<file path="src/rtl/sensor_trig_pkg.sv">
// Shared types and constants for the sensor trigger scheduler.
// Latency: n/a (declarations only).
// Backpressure: n/a.
package sensor_trig_pkg;

    // FSM encoding
    localparam logic [1:0] ST_IDLE  = 2'd0;
    localparam logic [1:0] ST_RUN   = 2'd1;
    localparam logic [1:0] ST_DRAIN = 2'd2;

    // Channel indices into ch_en and the trigger vector
    localparam int CH_RADAR = 0;
    localparam int CH_CAM   = 1;
    localparam int CH_IR    = 2;

    // Reset-time active configuration
    localparam logic [15:0] DEF_PERIOD_100US = 16'd1000;
    localparam logic [15:0] DEF_PULSE_CLK    = 16'd300;

    typedef struct packed {
        logic [15:0] period;
        logic [15:0] cam_delay;
        logic [15:0] ir_delay;
        logic [15:0] pulse_clk;
        logic [2:0]  ch_en;
    } trig_cfg_t;

    // A config is usable when both offsets land inside the frame and the
    // pulse is shorter than one tick, so a channel can never retrigger
    // while its own pulse is still high.
    function automatic logic cfg_valid(input trig_cfg_t c, input logic [15:0] pulse_max);
        return (c.period != 16'd0) && (c.cam_delay < c.period) &&
               (c.ir_delay < c.period) && (c.pulse_clk != 16'd0) &&
               (c.pulse_clk <= pulse_max);
    endfunction

endpackage

</file>
<file path="src/rtl/sensor_trig_sched_pulse_gen.sv">
// Fixed-width pulse stretcher: one strobe in, a pulse of 'width' cycles out.
// Latency: output rises the cycle after the strobe, stays high width cycles.
// Backpressure: none; a strobe during an active pulse reloads the counter.
module trig_pulse_gen (
    input  logic        clk,
    input  logic        rst_n,
    input  logic        strobe,
    input  logic [15:0] width,
    output logic        pulse
);

    logic [15:0] cnt;

    // Load the width on a strobe, then count down to zero
    always_ff @(posedge clk or negedge rst_n) begin
        if (!rst_n) begin
            cnt <= 16'd0;
        end else if (strobe) begin
            cnt <= width;
        end else if (cnt != 16'd0) begin
            cnt <= cnt - 16'd1;
        end
    end

    assign pulse = (cnt != 16'd0);

endmodule

</file>
<file path="src/rtl/sensor_trig_sched.sv">
// Radar/camera/IR frame-start scheduler on a shared 100 us timebase; optional SENSOR_TRIG_EXT_SYNC_EN adds PPS resync.
// Latency: trigger rises one cycle after its event strobe; config applies next cycle (idle/drain) or at frame boundary (run).
// Backpressure: none; i_cfg_load is a strobe, invalid loads are dropped and flagged on o_cfg_err.
module sensor_trig_sched
    import sensor_trig_pkg::*;
#(
    parameter int CONFIG_CLK = 200,
    parameter int DEF_PERIOD = int'(DEF_PERIOD_100US),
    parameter int DEF_PULSE  = int'(DEF_PULSE_CLK)
) (
    input  logic        clk,
    input  logic        rst_n,
`ifdef SENSOR_TRIG_EXT_SYNC_EN
    input  logic        i_ext_sync,
`endif
    input  logic        i_arm,
    input  logic        i_cfg_load,
    input  logic [15:0] i_cfg_period_100us,
    input  logic [15:0] i_cfg_cam_delay_100us,
    input  logic [15:0] i_cfg_ir_delay_100us,
    input  logic [15:0] i_cfg_pulse_clk,
    input  logic [2:0]  i_cfg_ch_en,
    output logic        o_radar_framestart,
    output logic        o_camera_framestart,
    output logic        o_ir_framestart,
    output logic        o_busy,
    output logic [31:0] o_frame_cnt,
    output logic        o_cfg_err
);

    localparam int TICK_DIV = CONFIG_CLK * 100;
    localparam int TW       = (TICK_DIV > 1) ? $clog2(TICK_DIV) : 1;
    localparam logic [TW-1:0] TICK_LAST = TW'(TICK_DIV - 1);
    localparam logic [15:0]   PULSE_MAX = 16'(TICK_DIV - 1);
    localparam trig_cfg_t CFG_RESET = '{period: 16'(DEF_PERIOD), cam_delay: 16'd0,
                                        ir_delay: 16'd0, pulse_clk: 16'(DEF_PULSE),
                                        ch_en: 3'b111};

    logic [1:0]    state, state_nxt;
    logic [TW-1:0] tick;
    logic [15:0]   pos;
    trig_cfg_t     cfg_act, cfg_pend, cfg_in;
    logic          pend_vld;
    logic          load_ok, running, slot_start, frame_strobe, boundary, resync;
    logic [2:0]    strobe, pulse;

    assign cfg_in = '{period: i_cfg_period_100us, cam_delay: i_cfg_cam_delay_100us,
                      ir_delay: i_cfg_ir_delay_100us, pulse_clk: i_cfg_pulse_clk,
                      ch_en: i_cfg_ch_en};
    assign load_ok = i_cfg_load && cfg_valid(cfg_in, PULSE_MAX);

    assign running = (state == ST_RUN);

`ifdef SENSOR_TRIG_EXT_SYNC_EN
    logic [2:0] sync_q;

    // Two-flop synchronizer plus one history flop for rising-edge detect
    always_ff @(posedge clk or negedge rst_n) begin
        if (!rst_n) begin
            sync_q <= 3'b000;
        end else begin
            sync_q <= {sync_q[1:0], i_ext_sync};
        end
    end

    assign resync = running && sync_q[1] && !sync_q[2];
`else
    assign resync = 1'b0;
`endif

    // Strobes stop the very cycle arm drops, even before DRAIN is entered
    assign slot_start   = running && i_arm && (tick == '0);
    assign frame_strobe = slot_start && (pos == 16'd0);
    assign strobe[CH_RADAR] = frame_strobe && cfg_act.ch_en[CH_RADAR];
    assign strobe[CH_CAM]   = slot_start && (pos == cfg_act.cam_delay) && cfg_act.ch_en[CH_CAM];
    assign strobe[CH_IR]    = slot_start && (pos == cfg_act.ir_delay)  && cfg_act.ch_en[CH_IR];

    // Last cycle of a frame (or external resync): pending config takes over here
    assign boundary = running && (((tick == TICK_LAST) && (pos >= cfg_act.period - 16'd1)) || resync);

    // Next-state decode; DRAIN waits for every trigger to finish its full width
    always_comb begin
        state_nxt = state;
        case (state)
            ST_IDLE:  if (i_arm)          state_nxt = ST_RUN;
            ST_RUN:   if (!i_arm)         state_nxt = ST_DRAIN;
            ST_DRAIN: if (pulse == 3'b000) state_nxt = ST_IDLE;
            default:                      state_nxt = ST_IDLE;
        endcase
    end

    // State, busy flag and frame counter
    always_ff @(posedge clk or negedge rst_n) begin
        if (!rst_n) begin
            state       <= ST_IDLE;
            o_busy      <= 1'b0;
            o_frame_cnt <= 32'd0;
        end else begin
            state  <= state_nxt;
            o_busy <= (state_nxt != ST_IDLE);
            if ((state == ST_IDLE) && i_arm) begin
                o_frame_cnt <= 32'd0;
            end else if (frame_strobe) begin
                o_frame_cnt <= o_frame_cnt + 32'd1;
            end
        end
    end

    // Timebase: tick counter inside a 100 us slot, slot position inside the frame
    always_ff @(posedge clk or negedge rst_n) begin
        if (!rst_n) begin
            tick <= '0;
            pos  <= 16'd0;
        end else if (!running || resync) begin
            tick <= '0;
            pos  <= 16'd0;
        end else if (tick == TICK_LAST) begin
            tick <= '0;
            pos  <= boundary ? 16'd0 : pos + 16'd1;
        end else begin
            tick <= tick + 1'b1;
        end
    end

    // Double-buffered config: immediate when stopped, deferred to the boundary when running
    always_ff @(posedge clk or negedge rst_n) begin
        if (!rst_n) begin
            cfg_act   <= CFG_RESET;
            cfg_pend  <= CFG_RESET;
            pend_vld  <= 1'b0;
            o_cfg_err <= 1'b0;
        end else begin
            if (i_cfg_load) begin
                o_cfg_err <= !load_ok;
            end
            if (load_ok && !running) begin
                cfg_act  <= cfg_in;
                pend_vld <= 1'b0;
            end else begin
                if (boundary && pend_vld) begin
                    cfg_act  <= cfg_pend;
                    pend_vld <= 1'b0;
                end
                if (load_ok) begin
                    cfg_pend <= cfg_in;
                    pend_vld <= 1'b1;
                end
            end
        end
    end

    trig_pulse_gen u_radar (.clk(clk), .rst_n(rst_n), .strobe(strobe[CH_RADAR]),
                            .width(cfg_act.pulse_clk), .pulse(pulse[CH_RADAR]));
    trig_pulse_gen u_cam   (.clk(clk), .rst_n(rst_n), .strobe(strobe[CH_CAM]),
                            .width(cfg_act.pulse_clk), .pulse(pulse[CH_CAM]));
    trig_pulse_gen u_ir    (.clk(clk), .rst_n(rst_n), .strobe(strobe[CH_IR]),
                            .width(cfg_act.pulse_clk), .pulse(pulse[CH_IR]));

    assign o_radar_framestart  = pulse[CH_RADAR];
    assign o_camera_framestart = pulse[CH_CAM];
    assign o_ir_framestart     = pulse[CH_IR];

endmodule

</file>
<file path="config.mk">
export PLATFORM = sky130hd
export DESIGN_NAME = sensor_trig_sched
export DESIGN_NICKNAME = d
export VERILOG_FILES = /design/src/rtl/sensor_trig_pkg.sv /design/src/rtl/sensor_trig_sched_pulse_gen.sv /design/src/rtl/sensor_trig_sched.sv
export SDC_FILE = /design/constraint.sdc
export NUM_CORES = 1
export LEC_CHECK = 0
export CAP_MARGIN = 20
export CORE_MARGIN = 5
export CORE_UTILIZATION = 50
export DETAILED_ROUTE_END_ITERATION = 10
export PLACE_DENSITY = 0.82
export SLEW_MARGIN = 10
export SYNTH_ARGS = -nofsm -noshare
export SYNTH_HDL_FRONTEND = slang
export SYNTH_SLANG_ARGS = --single-unit
</file>
<file path="constraint.sdc">
create_clock -name clk -period 6.1 [get_ports clk]
set_input_delay 1.525 -clock clk [delete_from_list [all_inputs] [get_ports clk]]
set_output_delay 1.525 -clock clk [all_outputs]
set_load 0.02 [all_outputs]
</file>
After elaboration in Yosys (flattened, before gate mapping)
Cells that the tools add are included.

Reduce and logical (&&, ||, !) cells: 37. Bitwise gates (word level): 1. $lt $le $gt $ge: 4. Eq/ne operators: 6. $add $sub $neg: 7. Multiplexer cells: 22.

Operator list (number): 16-bit 2-to-1 mux (9); 67-bit 2-to-1 mux (2); 16-bit nonzero test (5); 32-bit 2-to-1 mux (2); 16-bit by 1-bit subtractor with 16-bit output, second input constant (4); 32-bit by 1-bit adder with 32-bit output, second input constant (1); 16-bit == test (2); 16-bit < comparator (2); 15-bit 2-to-1 mux (2); 1-bit logical AND (18); 16-bit by 1-bit adder with 16-bit output, second input constant (1); 16-bit >= comparator (1); 16-bit by 15-bit less-or-equal comparator with 1-bit output, second input constant (1); 16-bit logical NOT (1); 15-bit by 1-bit adder with 15-bit output, second input constant (1); 15-bit == test, second input constant (1); 15-bit logical NOT (1); 2-bit nonzero test (6); 2-bit 2-to-1 mux (3); 2-bit one-hot mux with 3 select lines (1); 3-bit logical NOT (1); 1-bit 2-to-1 mux (3); 3-bit nonzero test (1); 2-bit by 1-bit == test with 1-bit output, second input constant (1); other kinds (6) (7).

Bits in registers: 250. Word-level logic and storage cells: 97.

Longest topological paths before layout
Word-level depth: 9. Depth in mapped cells: 16.

Hierarchy
From an unflattened synthesis, not the netlist that was laid out.

Cells, all modules: 1493. Area, all modules: 14657.8 um^2.

Modules (own cells, without submodules): sensor_trig_sched (instances 1, cells an instance 1178, area an instance 11636.2 um^2); trig_pulse_gen (instances 3, cells an instance 105, area an instance 1007.2 um^2).

Least setup slack after synthesis
OpenSTA, ideal clock, no wires.

Kind: reg-to-reg. From: reg cfg_act[56] in the netlist's numbering. To: reg cfg_act[11] in the netlist's numbering. Cell stages (with the launch flop): 16. Arrival: 3.710 ns. Setup time: 0.077 ns. Slack: 2.313 ns. Clock period less this slack: 3.787 ns. Path buffers: 2. Cell sequence: dfstp_2 or4_1 nor4_1 nand2_1 or2_1 nor4_1 xnor2_1 ha_1 a21oi_1 nor2_1 a211oi_1 or3_1 clkbuf_1 clkbuf_1 nand3_1 a31oi_1.

Longest elaborated chain between the ends: 6.

RTL lines: from (decl) (line sensor_trig_sched.sv:42) `trig_cfg_t cfg_act, cfg_pend, cfg_in;`; from (signal assigned) (line sensor_trig_sched.sv:137) `cfg_act <= cfg_in;`; from (signal assigned) (line sensor_trig_sched.sv:141) `cfg_act <= cfg_pend;`; 16-bit by 1-bit subtractor with 16-bit output (line sensor_trig_sched.sv:79) `assign boundary = running && (((tick == TICK_LAST) && (pos >= cfg_act.period - 16'd1)) || resync);`; 16-bit >= comparator (line sensor_trig_sched.sv:79); 1-bit logical AND (2 in series) (line sensor_trig_sched.sv:79); 1-bit logical AND (line sensor_trig_sched.sv:140) `if (boundary && pend_vld) begin`; 2-bit nonzero test (no line).

No other way between the ends. A chain may end at the register's enable or synchronous reset.

Worst setup path after layout
From: reg u_ir.cnt[0]. To: out o_ir_framestart.

Longest elaborated chain between the ends: 1.

RTL lines: from (decl) (line sensor_trig_sched_pulse_gen.sv:12) `logic [15:0] cnt;`; from (signal assigned) (line sensor_trig_sched_pulse_gen.sv:19) `cnt <= width;`; from (signal assigned) (line sensor_trig_sched_pulse_gen.sv:21) `cnt <= cnt - 16'd1;`; 16-bit nonzero test (line sensor_trig_sched_pulse_gen.sv:25) `assign pulse = (cnt != 16'd0);`; to (decl) (line sensor_trig_sched.sv:25) `output logic o_ir_framestart,`.

No other way between the ends.

==> out/metrics.cfg <==
[outcome]
outcome = finished clean

[die]
dieArea_um2 = 31900
die_w_um = 179
core_um2 = 27900
rows = 61
initial_core_util_pct = 50.8
io_pins = 108
die_h_um = 179

[synthesis]
yosysSeqAreaShare_pct = 44.3
syn_area_per_cell_um2 = 9.54
async_flop_share_pct = 100
ys_types = 70
synth-warning-count = 0
synth_edf_count = 0
syn_inst = 1489
syn_nets = 1615
synthesis.area_um2 = 14200
synth_seq_cells = 250
synthFlopType = dfrtp_1

[clock_tree]
clk_latency_ns = 0.56
root_buffer = clkbuf_16
cts_tree = done
cts_htree_levels = 1
clkSinkCount = 250
cts_buffer_depth = 3
numCtsBuffers = 27
cts_repair_resize_count = 0
post_cts_buffers = 0
clkSlewWorstSetupHoldPaths_ns = 0.06
hold_buffers = 0

[sta]
fmax_ghz = 0.204
slew_violations = 0
rsz0062_at_grt = no
min_period_ns = 4.90
post-route-period-util_pct = 80.2
fin_tns_setup_ns = 0
relSlewSlack_pct = 30.1
worst_pin_slew_ns = 1.05
hold_viol = 0
skew_ns = 0.0240
finalSetupViolations = 0

[place]
gp_congestion = 0.934
dp_cells = 1888
io_buffers = 107
dp_hpwl_mm = 25.3

[detailed_routing]
routedWlPerCell_um = 19.1
vias_per_cell = 6.18
drc = 0
wl_met1_mm = 15.6
drt_iter0_drc = 1175
dr_wl_met3_mm = 2.66
finalWirelength_mm = 37.0
top_layer = met4
ant_nets = 0
firstDrtPassIters = 5
vias = 12000
wl_met2_mm = 17.1

[global_route]
antenna_found_initial = 0
grt_pass1_vias = 11600
overflow = 0
grt_pass1_wl_mm = 59.7
grt_max_degree = 103
track_usage_pct = 22.9

[min_path]
holdPathStages = 1
whs_endpoint = cfg_pend[4]
holdCritStartpoint = cfg_pend[4]
min_path_type = flop to flop

[power_and_ir_drop]
pwr_density_cell_nw_per_um2 = 338
ir_drop_v = 0.000222
leakage_nw = 6.66

[worst_setup_path]
cp_top_family = simple AND/OR/NAND/NOR gates
ff2ff_path_depth = 15
crit_path_max_fanout = 9
crit_path_end_kind = output pin
r2r-end = cfg_act[34]
start_kind = flop
slowest_stage = clkdlybuf4s50_1
timing.rr.start = cfg_act[55]
reg2reg_setup_slack_ns = 1.41
crit_arrival_ns = 3.37
cp.required_ns = 4.58
worst-path-buf-inv = 3
path_cells = inv_1, ha_1, or3b_2, nor4_2, and2_1, inv_2, clkdlybuf4s50_1
slowest_delay_ns = 0.57
crit_type = flop to output pin

[cells_and_area]
diodes = 0
syn_to_final_growth_pct = 15.8
nets = 1668
layout-drive-gt1-share_pct = 11.9
fin_cells = 1941

[run]
cap_viol_max_count = 0

[routing by layer]
| metal | vias up | track usage [%] |
|---|---|---|
| li1 | 5502 | - |
| met4 | 0 | 9.40 |
| met3 | 118 | 3.48 |
| met1 | 5874 | 30.8 |
| met2 | 508 | 37.1 |
| met5 | - | 0 |
[cell families (layout without fill, tap and decap cells)]
family / Yosys count / in the layout / share of synthesized area [%]
AOI/OAI and AO/OA: 284 / 284 / 11.7
xor gates and xnor gates: 106 / 106 / 6.54
adders and majority gates: 55 / 55 / 4.85
buffers and inverters: 144 / 218 / 4.48
DFF: 250 / 250 / 44.3
muxes: 79 / 79 / 6.20
and+or+nand+nor: 571 / 571 / 22.0
[cell type report]
cell class / count / area, um2
timing repair buffer: 126 / 1300
sequential: 250 / 6290
tap: 378 / 473
inverter: 42 / 158
clock inverter: 8 / 113
clock buffer: 42 / 792
multi-input combinational: 1095 / 7330
fill: 2331 / 11500
[worst max-delay path by stage]
stage / end / slack [ns] / cells past startpoint / from
6_report: o_ir_framestart / 1.20 / 7 / u_ir.cnt[0]
5_1_grt: o_ir_framestart / 1.08 / 7 / u_ir.cnt[0]
2_1_floorplan: cfg_act[11] / 2.31 / 15 / cfg_act[56]
3_3_place_gp: cfg_act[18] / 1.36 / 10 / i_cfg_period_100us[15]
4_1_cts: o_ir_framestart / 1.22 / 7 / u_ir.cnt[0]
3_5_place_dp: cfg_act[18] / 1.36 / 10 / i_cfg_period_100us[15]
[registers in the layout, indices dropped and copies added (netlist names)]
register	flops
cfg_act	67
cfg_pend	67
o_frame_cnt	32
pos	16
u_cam.cnt	16
u_ir.cnt	16
u_radar.cnt	16
tick	15
state	2
o_busy	1
o_cfg_err	1
pend_vld	1
[metrics by stage]
step / worst slack (ns) / total power [mW] / cell area (um2) / utilization (%) / hold WS (ns)
finish: 1.20 / 5.56 / 16400 / 58.9 / 0.482
CTS: 1.22 / 5.56 / 16400 / 58.7 / 0.483
detailed placement: 1.36 / 3.90 / 15500 / 55.5 / 0.469
global route: 1.08 / 5.85 / 16400 / 58.9 / 0.495
global placement: 1.36 / 3.81 / 15500 / 55.4 / 0.460
floorplan: 2.31 / 3.42 / 14200 / - / 0.451
[cell usage in the layout (no fill, tap or decap), types with 5 or more instances in the layout]
cell type,synthesis,final
clkbuf_1,62,9
nand3_2,30,30
clkdlybuf4s50_1,0,106
xnor2_1,55,55
or4_1,10,10
mux2_2,42,42
nand4_1,27,27
and3_1,8,8
a21oi_1,60,60
mux2_1,30,30
nor2_1,115,115
nor4_1,36,36
or3_1,22,21
o21ai_1,10,10
o21ai_0,98,97
dfstp_2,26,26
and4_1,8,8
and2_1,6,6
nand3_1,70,70
dfrtp_1,224,224
clkbuf_8,0,6
inv_1,40,40
ha_1,55,55
mux2i_1,7,7
nor2b_1,10,9
a31oi_1,71,71
nand2_1,79,79
nor3_1,108,108
nand3b_1,5,5
clkbuf_16,0,27
o21a_1,5,5
o211ai_1,8,8
buf_4,6,13
xor2_1,51,51
[where the power goes]
group	switching (mW)	internal [mW]
clock network	0.679	0.981
registers	0.458	2.22
logic	0.616	0.600
total	1.75	3.81
[synthesized netlist by cell type, drive strengths merged, types with 5 or more instances]
cell type	number	area, um2
and3	8	50.1
o21a	5	37.5
or3	22	138
nand3	100	651
nor2b	10	62.6
nor2	115	432
mux2	72	811
nand2	80	303
o21ai	108	541
or2	6	37.5
a211oi	5	37.5
o211ai	8	60.1
a21oi	60	300
nand3b	5	37.5
buf	38	235
ha	55	688
a31oi	71	444
or4	11	86.3
xor2	51	447
dfstp	26	683
nand4	28	181
dfrtp	224	5610
o2111ai	5	43.8
inv	42	158
nor4	41	305
and2	7	45.1
and4	8	70.1
nor3	110	561
mux2i	7	70.1
clkbuf	64	243
xnor2	55	482
(Power assumes the default switching activity.)
